$ cat src/rtl/bit_unpacker_if.sv
// Bit unpacker bus: byte input from the decrypt stage, peek window and consume
// request from the Huffman decoder, plus stream status.
interface bit_unpacker_if #(
  parameter int WIN_W = 16
);
  // Handshake: a byte transfers on a rising edge where in_valid && in_ready.
  // in_data/in_last must hold steady while in_valid waits. consume_en has no
  // ready; an illegal request is dropped and reported on err.
  logic [7:0]       in_data;
  logic             in_valid;
  logic             in_last;
  logic             in_ready;
  logic [WIN_W-1:0] win_data;
  logic [5:0]       win_count;
  logic             win_valid;
  logic             consume_en;
  logic [4:0]       consume_len;
  logic             done;
  logic             err;

  modport master (
    output in_data, in_valid, in_last, consume_en, consume_len,
    input  in_ready, win_data, win_count, win_valid, done, err
  );

  modport slave (
    input  in_data, in_valid, in_last, consume_en, consume_len,
    output in_ready, win_data, win_count, win_valid, done, err
  );
endinterface

$ cat src/rtl/bit_unpacker.sv
// Repacks plaintext bytes into an MSB-aligned bit reservoir and exposes a peek
// window to the symbol decoder. Define BIT_UNPACKER_LSB_FIRST_EN for LSB-first streams.
module bit_unpacker #(
  parameter int WIN_W = 16,
  parameter int BUF_W = 32
) (
  input  logic              clk,
  input  logic              rst_n,
  bit_unpacker_if.slave     bus,
  output logic [1:0]        state_dbg
);

  typedef enum logic [1:0] {
    ST_RUN  = 2'd0,
    ST_TAIL = 2'd1,
    ST_DONE = 2'd2
  } state_t;

  localparam logic [5:0] WIN_LIM  = 6'(WIN_W);
  localparam logic [5:0] FILL_LIM = 6'(BUF_W - 8);

  state_t             state_q, state_d;
  logic [BUF_W-1:0]   buf_q, buf_d, buf_cons, byte_ext;
  logic [5:0]         cnt_q, cnt_d, cnt_cons, len_ext;
  logic               err_q, err_d;
  logic [7:0]         byte_bits;
  logic               ready, accept, consume_ok;

`ifdef BIT_UNPACKER_LSB_FIRST_EN
  always_comb begin
    byte_bits = '0;
    for (int i = 0; i < 8; i++) begin
      byte_bits[i] = bus.in_data[7-i];
    end
  end
`else
  assign byte_bits = bus.in_data;
`endif

  // Consume is applied first; the new byte lands just below the surviving bits.
  always_comb begin
    len_ext    = {1'b0, bus.consume_len};
    ready      = (state_q == ST_RUN) && (cnt_q <= FILL_LIM);
    accept     = bus.in_valid && ready;
    consume_ok = bus.consume_en && (len_ext != 6'd0) &&
                 (len_ext <= WIN_LIM) && (len_ext <= cnt_q);

    buf_cons = buf_q;
    cnt_cons = cnt_q;
    if (consume_ok) begin
      buf_cons = buf_q << bus.consume_len;
      cnt_cons = cnt_q - len_ext;
    end

    byte_ext = {byte_bits, {(BUF_W-8){1'b0}}} >> cnt_cons;
    buf_d    = buf_cons;
    cnt_d    = cnt_cons;
    if (accept) begin
      buf_d = buf_cons | byte_ext;
      cnt_d = cnt_cons + 6'd8;
    end

    err_d = err_q | (bus.consume_en && !consume_ok);
  end

  always_comb begin
    state_d = state_q;
    case (state_q)
      ST_RUN:  if (accept && bus.in_last) state_d = ST_TAIL;
      ST_TAIL: if (cnt_d == 6'd0)         state_d = ST_DONE;
      ST_DONE: state_d = ST_DONE;
      default: state_d = ST_RUN;
    endcase
  end

  always_ff @(posedge clk or negedge rst_n) begin
    if (!rst_n) begin
      state_q <= ST_RUN;
      buf_q   <= '0;
      cnt_q   <= '0;
      err_q   <= 1'b0;
    end else begin
      state_q <= state_d;
      buf_q   <= buf_d;
      cnt_q   <= cnt_d;
      err_q   <= err_d;
    end
  end

  // Bits below the count are always zero, so the tail window is already padded.
  assign bus.in_ready  = ready;
  assign bus.win_data  = buf_q[BUF_W-1 -: WIN_W];
  assign bus.win_count = cnt_q;
  assign bus.win_valid = (cnt_q >= WIN_LIM) || ((state_q == ST_TAIL) && (cnt_q != 6'd0));
  assign bus.done      = (state_q == ST_DONE);
  assign bus.err       = err_q;
  assign state_dbg     = state_q;

endmodule

$ cat src/flat_wrapper.sv
// flat-port wrapper written by rule: the top's interface ports become plain ports
module bit_unpacker_flat 
#(
  parameter int WIN_W = 16,
  parameter int BUF_W = 32
)
  (clk, rst_n, state_dbg, bus_in_data, bus_in_valid, bus_in_last, bus_consume_en, bus_consume_len, bus_in_ready, bus_win_data, bus_win_count, bus_win_valid, bus_done, bus_err);
  bit_unpacker_if #(.WIN_W(WIN_W)) bus_i ();
  input  logic clk;
  input  logic rst_n;
  output logic [1:0] state_dbg;
  input wire logic [$bits(bus_i.in_data)-1:0] bus_in_data;
  input wire logic [$bits(bus_i.in_valid)-1:0] bus_in_valid;
  input wire logic [$bits(bus_i.in_last)-1:0] bus_in_last;
  input wire logic [$bits(bus_i.consume_en)-1:0] bus_consume_en;
  input wire logic [$bits(bus_i.consume_len)-1:0] bus_consume_len;
  output wire logic [$bits(bus_i.in_ready)-1:0] bus_in_ready;
  output wire logic [$bits(bus_i.win_data)-1:0] bus_win_data;
  output wire logic [$bits(bus_i.win_count)-1:0] bus_win_count;
  output wire logic [$bits(bus_i.win_valid)-1:0] bus_win_valid;
  output wire logic [$bits(bus_i.done)-1:0] bus_done;
  output wire logic [$bits(bus_i.err)-1:0] bus_err;
  assign bus_i.in_data = bus_in_data;
  assign bus_i.in_valid = bus_in_valid;
  assign bus_i.in_last = bus_in_last;
  assign bus_i.consume_en = bus_consume_en;
  assign bus_i.consume_len = bus_consume_len;
  assign bus_in_ready = bus_i.in_ready;
  assign bus_win_data = bus_i.win_data;
  assign bus_win_count = bus_i.win_count;
  assign bus_win_valid = bus_i.win_valid;
  assign bus_done = bus_i.done;
  assign bus_err = bus_i.err;
  bit_unpacker #(.WIN_W(WIN_W), .BUF_W(BUF_W)) u_core (.clk(clk), .rst_n(rst_n), .bus(bus_i), .state_dbg(state_dbg));
endmodule
$ cat config.mk
export PLATFORM = sky130hd
export DESIGN_NAME = bit_unpacker_flat
export DESIGN_NICKNAME = d
export VERILOG_FILES = /design/src/rtl/bit_unpacker_if.sv /design/src/rtl/bit_unpacker.sv /design/src/flat_wrapper.sv
export SDC_FILE = /design/constraint.sdc
export NUM_CORES = 1
export LEC_CHECK = 0
export CORE_ASPECT_RATIO = 0.75
export CORE_MARGIN = 1.5
export CORE_UTILIZATION = 50
export CTS_CLUSTER_DIAMETER = 60
export DETAILED_ROUTE_END_ITERATION = 16
export PLACE_DENSITY_LB_ADDON = 0.3
export SYNTH_ARGS = -nofsm -noshare
export SYNTH_HDL_FRONTEND = slang
export SYNTH_SLANG_ARGS = --single-unit
export TNS_END_PERCENT = 30
$ cat constraint.sdc
create_clock -name clk -period 3.9 [get_ports clk]
set_input_delay 0.39 -clock clk [delete_from_list [all_inputs] [get_ports clk]]
set_output_delay 0.39 -clock clk [all_outputs]
set_load 0.005 [all_outputs]
---- After elaboration in Yosys (flattened, before gate mapping) ----
Cells that the tools add are included.
storage, ports and cells
  output and inout port bits .............. 28
  logic and storage cells ................. 40
  register bits after elaboration ......... 41
operators by class
  $lt $le $gt $ge ......................... 4
  eq/ne operators ......................... 4
  multiplexer cells ....................... 7
  bitwise gates (word level) .............. 2
  shift operators ......................... 2
  reductions and logical operators ........ 15
  add/subtract/negate cells ............... 2
operators by type and width
  operator             number
  $mux 32              2
  $or 32x32->32        1
  $shl 32x5->32        1
  $shr 32x6->32        1
  $mux 6               2
  $logic_and 1x1->1    8
  $add 6x4->6 const B  1
  $ge 6x5->1 const B   1
  $le 5x6->1           1
  $le 6x5->1 const B   1
  $logic_not 6->1      1
  $pmux 2 s3           1
  $reduce_bool 6->1    1
  $sub 6x5->6          1
  $le 5x5->1 const B   1
  $reduce_bool 5->1    1
  $mux 2               2
  $eq 2x1->1 const B   1
  $eq 2x2->1 const B   1
  $logic_not 2->1      1
  $ne 2x1->1 const B   1
  $ne 2x2->1 const B   1
  $reduce_and 2->1     1
  $logic_not 1->1      1
  2 further kinds      2

---- Longest topological paths before layout ----
  word-level depth ........................ 10
  depth in mapped cells ................... 17

---- Worst setup path after synthesis ----
No wires, ideal clock.
  kind .................................... input port to flip-flop
  from .................................... in bus_consume_len[3]
  to ...................................... reg u_core.state_q[0], in the netlist u_core.state_dbg[0]
  slack ................................... -0.122 ns
  library setup time ...................... 0.069 ns
  buffers on the path ..................... 4
  arrival time ............................ 3.954 ns
  stages on the path ...................... 17
  cell sequence ........................... clkbuf_1 inv_1 clkbuf_1 ha_1 a21o_1 a21o_1 o21ai_1 buf_4 mux2i_1 clkbuf_1 inv_1 ha_1 a21oi_1 xor2_1 or3_4 or4_1 nand3_1
between the ends
  cells in the longest elaborated chain, start to end .. 10
RTL lines
  element                                                             line                text
  start, declared                                                     flat_wrapper.sv:16  input wire logic [$bits(bus_i.consume_len)-1:0] bus_consume_len;
  parallel branches: the longest is 4 deep, another holds $le 5x5->1  --
  $mux 6 (*)                                                          bit_unpacker.sv:50  if (consume_ok) begin
  $add 6x4->6                                                         bit_unpacker.sv:60  cnt_d = cnt_cons + 6'd8;
  $mux 6 (*)                                                          bit_unpacker.sv:58  if (accept) begin
  net u_core.cnt_d[5]                                                 bit_unpacker.sv:24  logic [5:0] cnt_q, cnt_d, cnt_cons, len_ext;
  $logic_not 6->1 (*)                                                 bit_unpacker.sv:70  ST_TAIL: if (cnt_d == 6'd0) state_d = ST_DONE;
  $ne 2x1->1 (no source line) (*)                                     --
  $reduce_and 2->1 (no source line) (*)                               --
  end signal, assigned                                                bit_unpacker.sv:83  state_q <= state_d;
  end, declared                                                       bit_unpacker.sv:22  state_t state_q, state_d;
Mark *: on every way through the listed nets, which the timed path passes.
A chain may end at the register's enable or synchronous reset.

---- Worst setup path in the final report ----
  from .................................... reg u_core.cnt_q[0], in the netlist u_core.bus.win_count[0]
  to ...................................... reg u_core.state_q[0], in the netlist u_core.state_dbg[0]
between the ends
  cells in the longest elaborated chain, start to end .. 8
RTL lines
  element                                line                text
  start, declared                        bit_unpacker.sv:24
  start signal, assigned                 bit_unpacker.sv:85  cnt_q <= cnt_d;
  $le 5x6->1                             bit_unpacker.sv:46  (len_ext <= WIN_LIM) && (len_ext <= cnt_q);
  $logic_and 1x1->1                      bit_unpacker.sv:46
  $mux 6                                 bit_unpacker.sv:50
  $add 6x4->6                            bit_unpacker.sv:60
  $mux 6 (*)                             bit_unpacker.sv:58
  net u_core.cnt_d[5]                    bit_unpacker.sv:24
  $logic_not 6->1 (*)                    bit_unpacker.sv:70
  $ne 2x1->1 (no source line) (*)        --
  $reduce_and 2->1 (no source line) (*)  --
The timed path passes the listed nets; every way through them passes the cells marked *.

==> impl_metrics.py <==
metrics = {
    "worst_setup_path": {
        "critPathLaunch": "u_core.bus.win_count[0]",
        "crit_chain": "inv_1 > ha_1 > inv_1 > fa_1 > a21oi_1 > o21bai_1 > o21ai_4 > mux2i_1 > inv_1 > ha_1 > a21oi_1 > xor2_1 > or3_4 > or4_1 > nand3_1",
        "crit_fanout": 7,
        "path_class": "flip-flop to flip-flop",
        "worstRegToRegCells": 15,
        "cp_slowest_cell": "or4_1",
        "cp_num_buf_inv": 3,
        "crit_top_cell": "inv_1",
        "cp_top_family": "simple AND/OR/NAND/NOR gates",
        "reg2reg_to": "u_core.state_dbg[0]",
        "cp-endpoint": "u_core.state_dbg[0]",
        "r2r_setup_slack_ns": 0.23,
        "cp.arrival_ns": 3.90,
        "r2r-start": "u_core.bus.win_count[0]",
        "critPathMaxStageDelay_ns": 0.47,
        "path_depth": 15,
        "crit_path_start_kind": "flip-flop",
        "critPathCaptureType": "flip-flop",
        "required_ns": 4.12,
    },
    "clock_tree": {
        "htree_levels": 2,
        "insertion_delay_ns": 0.29,
        "clockBufferDepth": 2,
        "ctsRootBufferMaster": "clkbuf_8",
        "cts_sinks": 41,
        "cts_hold_buf": 0,
        "postCtsSetupRepairBufs": 0,
        "cts_tree": "yes",
        "cts_resized": 0,
        "numCtsBuffers": 5,
        "path_clk_slew_ns": 0.08,
    },
    "timing": {
        "fin_setup_tns_ns": 0,
        "period_minus_slack_ns": 3.67,
        "hold_viol": 0,
        "tightest_slew_ns": 0.948,
        "relSlewSlack_pct": 36.8,
        "final_max_slew_viol_count": 0,
        "max_freq_ghz": 0.272,
        "clock-skew-final_ns": 0.00808,
        "setup_viol": 0,
        "worst_slack_ns": 0.228,
        "post-route-period-util_pct": 94.1,
        "grt_setup_unrepaired": "no",
    },
    "synthesis": {
        "syn_inst": 507,
        "synth_nets": 536,
        "async_reset_ff_share_pct": 100,
        "syn_area_per_cell_sq_um": 8.14,
        "synth_seq_cells": 41,
        "synth_enable_flop_cells": 0,
        "synth_cell_type_count": 51,
        "yosysSeqAreaShare_pct": 24.9,
        "synth_area_sq_um": 4130,
        "ys_warn_count": 0,
        "synthFlopType": "dfrtp_1",
    },
    "routing": {
        "ant_nets": 0,
        "wl_per_cell_um": 21.4,
        "drcViolationCount": 0,
        "first_pass_iters": 5,
        "vias_per_cell": 6.51,
        "drtIter0Drc": 488,
        "wl_mm": 13.5,
        "vias": 4117,
    },
    "die": {
        "die_y_um": 81.7,
        "core_area_sq_um": 7950,
        "pin_count": 46,
        "die_w_um": 108,
        "initial_core_util_pct": 51.9,
        "die_area_sq_um": 8810,
        "fp-row-count": 28,
    },
    "global_route": {
        "grt_pass1_vias": 3757,
        "grt_usage_pct": 32.1,
        "antenna_found_initial": 0,
        "grt_pass1_wl_mm": 21.3,
        "overflow": 0,
        "grt_max_degree": 50,
    },
    "placement": {
        "dp.cells": 625,
        "dp_slack_ns": 0.0450,
        "dp_hpwl_mm": 10.3,
        "gp_congestion": 1.02,
        "numPortBuffers": 45,
    },
    "finish": {
        "final_nets": 556,
        "drive_above_1_share_pct": 9.87,
        "syn_to_final_growth_pct": 13.5,
        "fill_cells": 702,
        "final_cell_mix": "nand2_1 (77), mux2i_1 (66), clkdlybuf4s50_1 (43), dfrtp_1 (41), nor2_1 (40)",
        "num_antenna_cells": 0,
        "layout_commonest_cell": "nand2_1",
        "finalNonFillerCells": 632,
    },
    "power_and_ir_drop": {
        "leakagePower_nw": 2.06,
        "peakVddDrop_v": 0.000496,
        "powerDensity_nw_per_um2": 749,
        "finalPower_w": 0.00350,
    },
    "min_path": {
        "hold_class": "input pin to asynchronous set/reset pin",
    },
    "run": {
        "max_cap_violations": 0,
    },
    "run_status": {
        "status": "finished, final reports clean",
    },
}
-- kinds of logic after synthesis --
group | Yosys count | share of synthesized area, %
AND/OR/NAND/NOR | 172 | 18.7
AO/OA/AOI/OAI | 127 | 20.2
multiplexers | 84 | 23.4
buffers and inverters | 67 | 8.16
flip-flops | 41 | 24.9
adder cells (fa/ha/maj) | 11 | 3.52
XOR/XNOR | 5 | 1.06
-- sequential cells by signal, summed over array words and instances (netlist names) --
signal	cells
u_core.buf_q	32
u_core.bus.err	1
u_core.bus.win_count	6
u_core.state_dbg	2
-- metal layers --
layer | up-vias | part of all wire, % | track usage, %
met1 | 1958 | 48 | 51.8
met5 | - | 0 | 0
met2 | 246 | 38 | 41.2
met4 | 0 | 1.2 | 6.71
met3 | 15 | 13 | 8.73
li1 | 1898 | - | -
-- stage by stage --
step | hold WS, ns | util, % | area [sq um]
2_1_floorplan | 0.0944 | - | 4130
3_3_place_gp | 0.454 | 57.6 | 4580
3_5_place_dp | 0.449 | 57.6 | 4580
4_1_cts | 0.261 | 58.9 | 4680
5_1_grt | 0.320 | 58.9 | 4680
6_report | 0.240 | 58.9 | 4680
-- area by class of cell --
class	instances	area [sq um]	share of cell area [%]
clock buffer	5	68.8	1.47
clock inverter	2	35.0	0.748
inverter	15	56.3	1.20
multi-input combinational	399	2770	59.2
sequential	41	1030	21.9
tap	105	131	2.81
timing repair buffer	65	591	12.6
-- worst reg2reg max path: cells and delay by family (launching register included) --
kind / cells / cell delay, ns
AND/OR/NAND/NOR: 3 / 0.95
buffers and inverters: 3 / 0.27
adder cells (fa/ha/maj): 3 / 0.80
XOR/XNOR: 1 / 0.11
multiplexers: 1 / 0.30
AO/OA/AOI/OAI: 4 / 0.77
flip-flops: 1 / 0.41
-- Yosys cell counts, types with 8 or more instances --
cell type  instances  area (sq um)
mux2i_1           66           661
nor3_1            11          55.1
ha_1              10           125
clkbuf_1          20          75.1
nand3_1           11          55.1
nand2_1           77           289
mux2_2             8          90.1
o221ai_1          19           166
o21ai_0           22           110
inv_1             13          48.8
buf_4             19           143
mux4_2             9           203
nor2_1            40           150
a21oi_1           33           165
dfrtp_1           41          1030
o211ai_1           9          67.6
-- how the worst min path moves through the flow --
stage	slack (ns)	end	start	depth (start not counted)
CTS	0.26	u_core.buf_q[29]	rst_n	1
global route	0.32	u_core.buf_q[27]	rst_n	1
floorplan	0.09	u_core.buf_q[0]	rst_n	0
global placement	0.45	u_core.bus.err	u_core.bus.err	1
detailed placement	0.45	u_core.bus.err	u_core.bus.err	1
finish	0.24	u_core.buf_q[25]	rst_n	1
-- report_power, final --
part / switching [W] / internal [W] / leakage [nW] / total [W]
registers: 0.000251 / 0.000602 / 0.524 / 0.000853
logic: 0.00133 / 0.000997 / 1.48 / 0.00232
clock network: 0.000142 / 0.000186 / 0.0540 / 0.000329
total: 0.00172 / 0.00178 / 2.06 / 0.00350
(Power assumes the default switching activity.)
==> patch: new RTL, same settings <==
Build with the macro `BIT_UNPACKER_LSB_FIRST_EN` defined.
--- a/src/rtl/bit_unpacker.sv
+++ b/src/rtl/bit_unpacker.sv
@@ -2,2 +2,4 @@
 // window to the symbol decoder. Define BIT_UNPACKER_LSB_FIRST_EN for LSB-first streams.
+`define BIT_UNPACKER_LSB_FIRST_EN
+
 module bit_unpacker #(
Function: changed (Yosys sat finds a counterexample within 4 cycles, from zero or initial values and one cycle with rst_n low).
==> patch against the original RTL <==
Via count up 2.6%. Sequential cell count unchanged. Design area up 2.3%. Global-route usage up 0.70 points. Setup slack worse by 0.0046 ns. Routed wire length up 2.5%. Total power up 2.7%. Area after synthesis up 1.0%. Critical path type unchanged.
==> patch: results (changes against the original RTL) <==
met1 wire length 6150 µm (was 6470 µm); Period minus WS final 3.68 ns (was 3.67 ns); DP Worst Slack -0.00225 ns (was 0.0450 ns); list of most frequent post-synthesis cells 82 x nand2_1, 58 x mux2i_1, 41 x dfrtp_1 (was 77 x nand2_1, 66 x mux2i_1, 41 x dfrtp_1); final WL 13900 µm (was 13500 µm); Placer Congestion 0.986 (was 1.02); number of violations reported at the end of detailed-routing iteration 0 657 (was 488); slowest stage delay, CP 0.49 ns (was 0.47 ns); fin cells 633 (was 632); gate family responsible for the most delay along the worst path simple AND/OR/NAND/NOR gates (unchanged); highest ir drop seen on vdd 0.468 mV (was 0.496 mV); DR WL met2 5650 µm (was 5170 µm); number of distinct library cells after synthesis 57 (was 51); Synth Area in Compound Gates 20.1% (was 20.2%); number of detailed-route iterations in the first pass 7 (was 5); multiplexer area fraction after synthesis 23.8% (was 23.4%); met3 layer wire length in the routed design 1860 µm (was 1720 µm); ranking of synthesized cells by area dfrtp_1 25%, mux2i_1 14%, mux4_2 7.6%, nand2_1 7.4%, o221ai_1 4.6% (was dfrtp_1 25%, mux2i_1 16%, nand2_1 7.0%, mux4_2 4.9%, o221ai_1 4.0%); latest clock arrival within the worst-skew pair 0.30 ns; post-DP HPWL 10200 µm (was 10300 µm); sequential area share after synthesis 24.6% (was 24.9%); Mapped Cells 501 (was 507); critical path peak fanout 4 (was 7); maximum number of pins on one net before global-route repair 52 (was 50); headroom to the max-slew limit 35.2% (was 36.8%); post-route clock skew 0.0123 ns (was 0.00808 ns); area share of fa/ha/maj cells after synthesis 3.48% (was 3.52%); fraction of met2 tracks used by global routing 46.6% (was 41.2%); via density per instance 6.67 (was 6.51); cell at the slowest stage of the critical path or4_1 (unchanged); synthesized netlist net count 530 (was 536); number of global-route vias before repair 3916 (was 3757); xor/xnor share of the synthesized area 1.05% (was 1.06%); LEAKAGE 2.09 nW (was 2.06 nW); worst hold slack after final layout 0.250 ns (was 0.240 ns); gr usage total 32.8% (was 32.1%); FFs w/ async S/R, synth 100% (unchanged); number of inserted filler cells in the final layout 739 (was 702); global-route track usage on met1 49.2% (was 51.8%); share of final-layout standard cells stronger than drive strength 1 12.3% (was 9.87%); wire length of the first global-routing pass 21900 µm (was 21300 µm); status completed (unchanged); Critical Path AT 3.91 ns (was 3.90 ns)
[patch: changes by cell type after synthesis, sizes merged, moves of 3 or more]
cell / before / now
nor2: 40 / 37
o21ai: 23 / 19
nand2: 77 / 83
mux4: 9 / 14
o211ai: 9 / 5
o221ai: 19 / 22
buf: 32 / 28
mux2i: 67 / 60
nand4: 6 / 3
[patch: report_power, final]
part,switching (mW),internal [mW],total (mW)
Combinational,1.30,1.05,2.35
Clock,0.160,0.209,0.369
Sequential,0.279,0.600,0.879
Total,1.74,1.86,3.60
[patch: logic make-up (layout without fill, tap and decap cells)]
kind of cell    count (synthesis)  after routing
simple gates                  173            173
fa+ha+maj                      11             11
buf+inv                        66             93
mux                            80             80
compound gates                125            125
xor+xnor                        5              5
flops                          41             41
[patch: area by class of cell]
cell class / instances / area [µm²] / area share, %
Multi-Input combinational cell: 394 / 2820 / 58.9
Timing Repair Buffer: 69 / 633 / 13.2
Clock inverter: 1 / 30.0 / 0.627
Tap cell: 105 / 131 / 2.74
Inverter: 16 / 60.1 / 1.25
Clock buffer: 7 / 86.3 / 1.80
Sequential cell: 41 / 1030 / 21.4
[patch: path summary, 6_finish.rpt]
kind	endpoint	cells past startpoint
setup / recovery	u_core.state_dbg[0]	15
hold / removal	u_core.bus.win_count[1]	1
setup reg to reg	u_core.state_dbg[0]	15
hold reg to reg	u_core.bus.err	1
max in group asynchronous	u_core.bus.win_count[0]	1
min in group clk	u_core.bus.err	1
[patch: worst register-to-register path, stage by stage (launching register included)]
cell      delay [ns]
dfrtp_1         0.42
inv_1           0.09
ha_1            0.17
inv_1           0.05
fa_1            0.42
a21oi_1         0.17
o21bai_1        0.13
o21ai_4         0.26
mux2i_1         0.30
inv_1           0.09
ha_1            0.20
a21oi_1         0.16
xor2_1          0.16
or3_4           0.43
or4_1           0.49
nand3_1         0.09
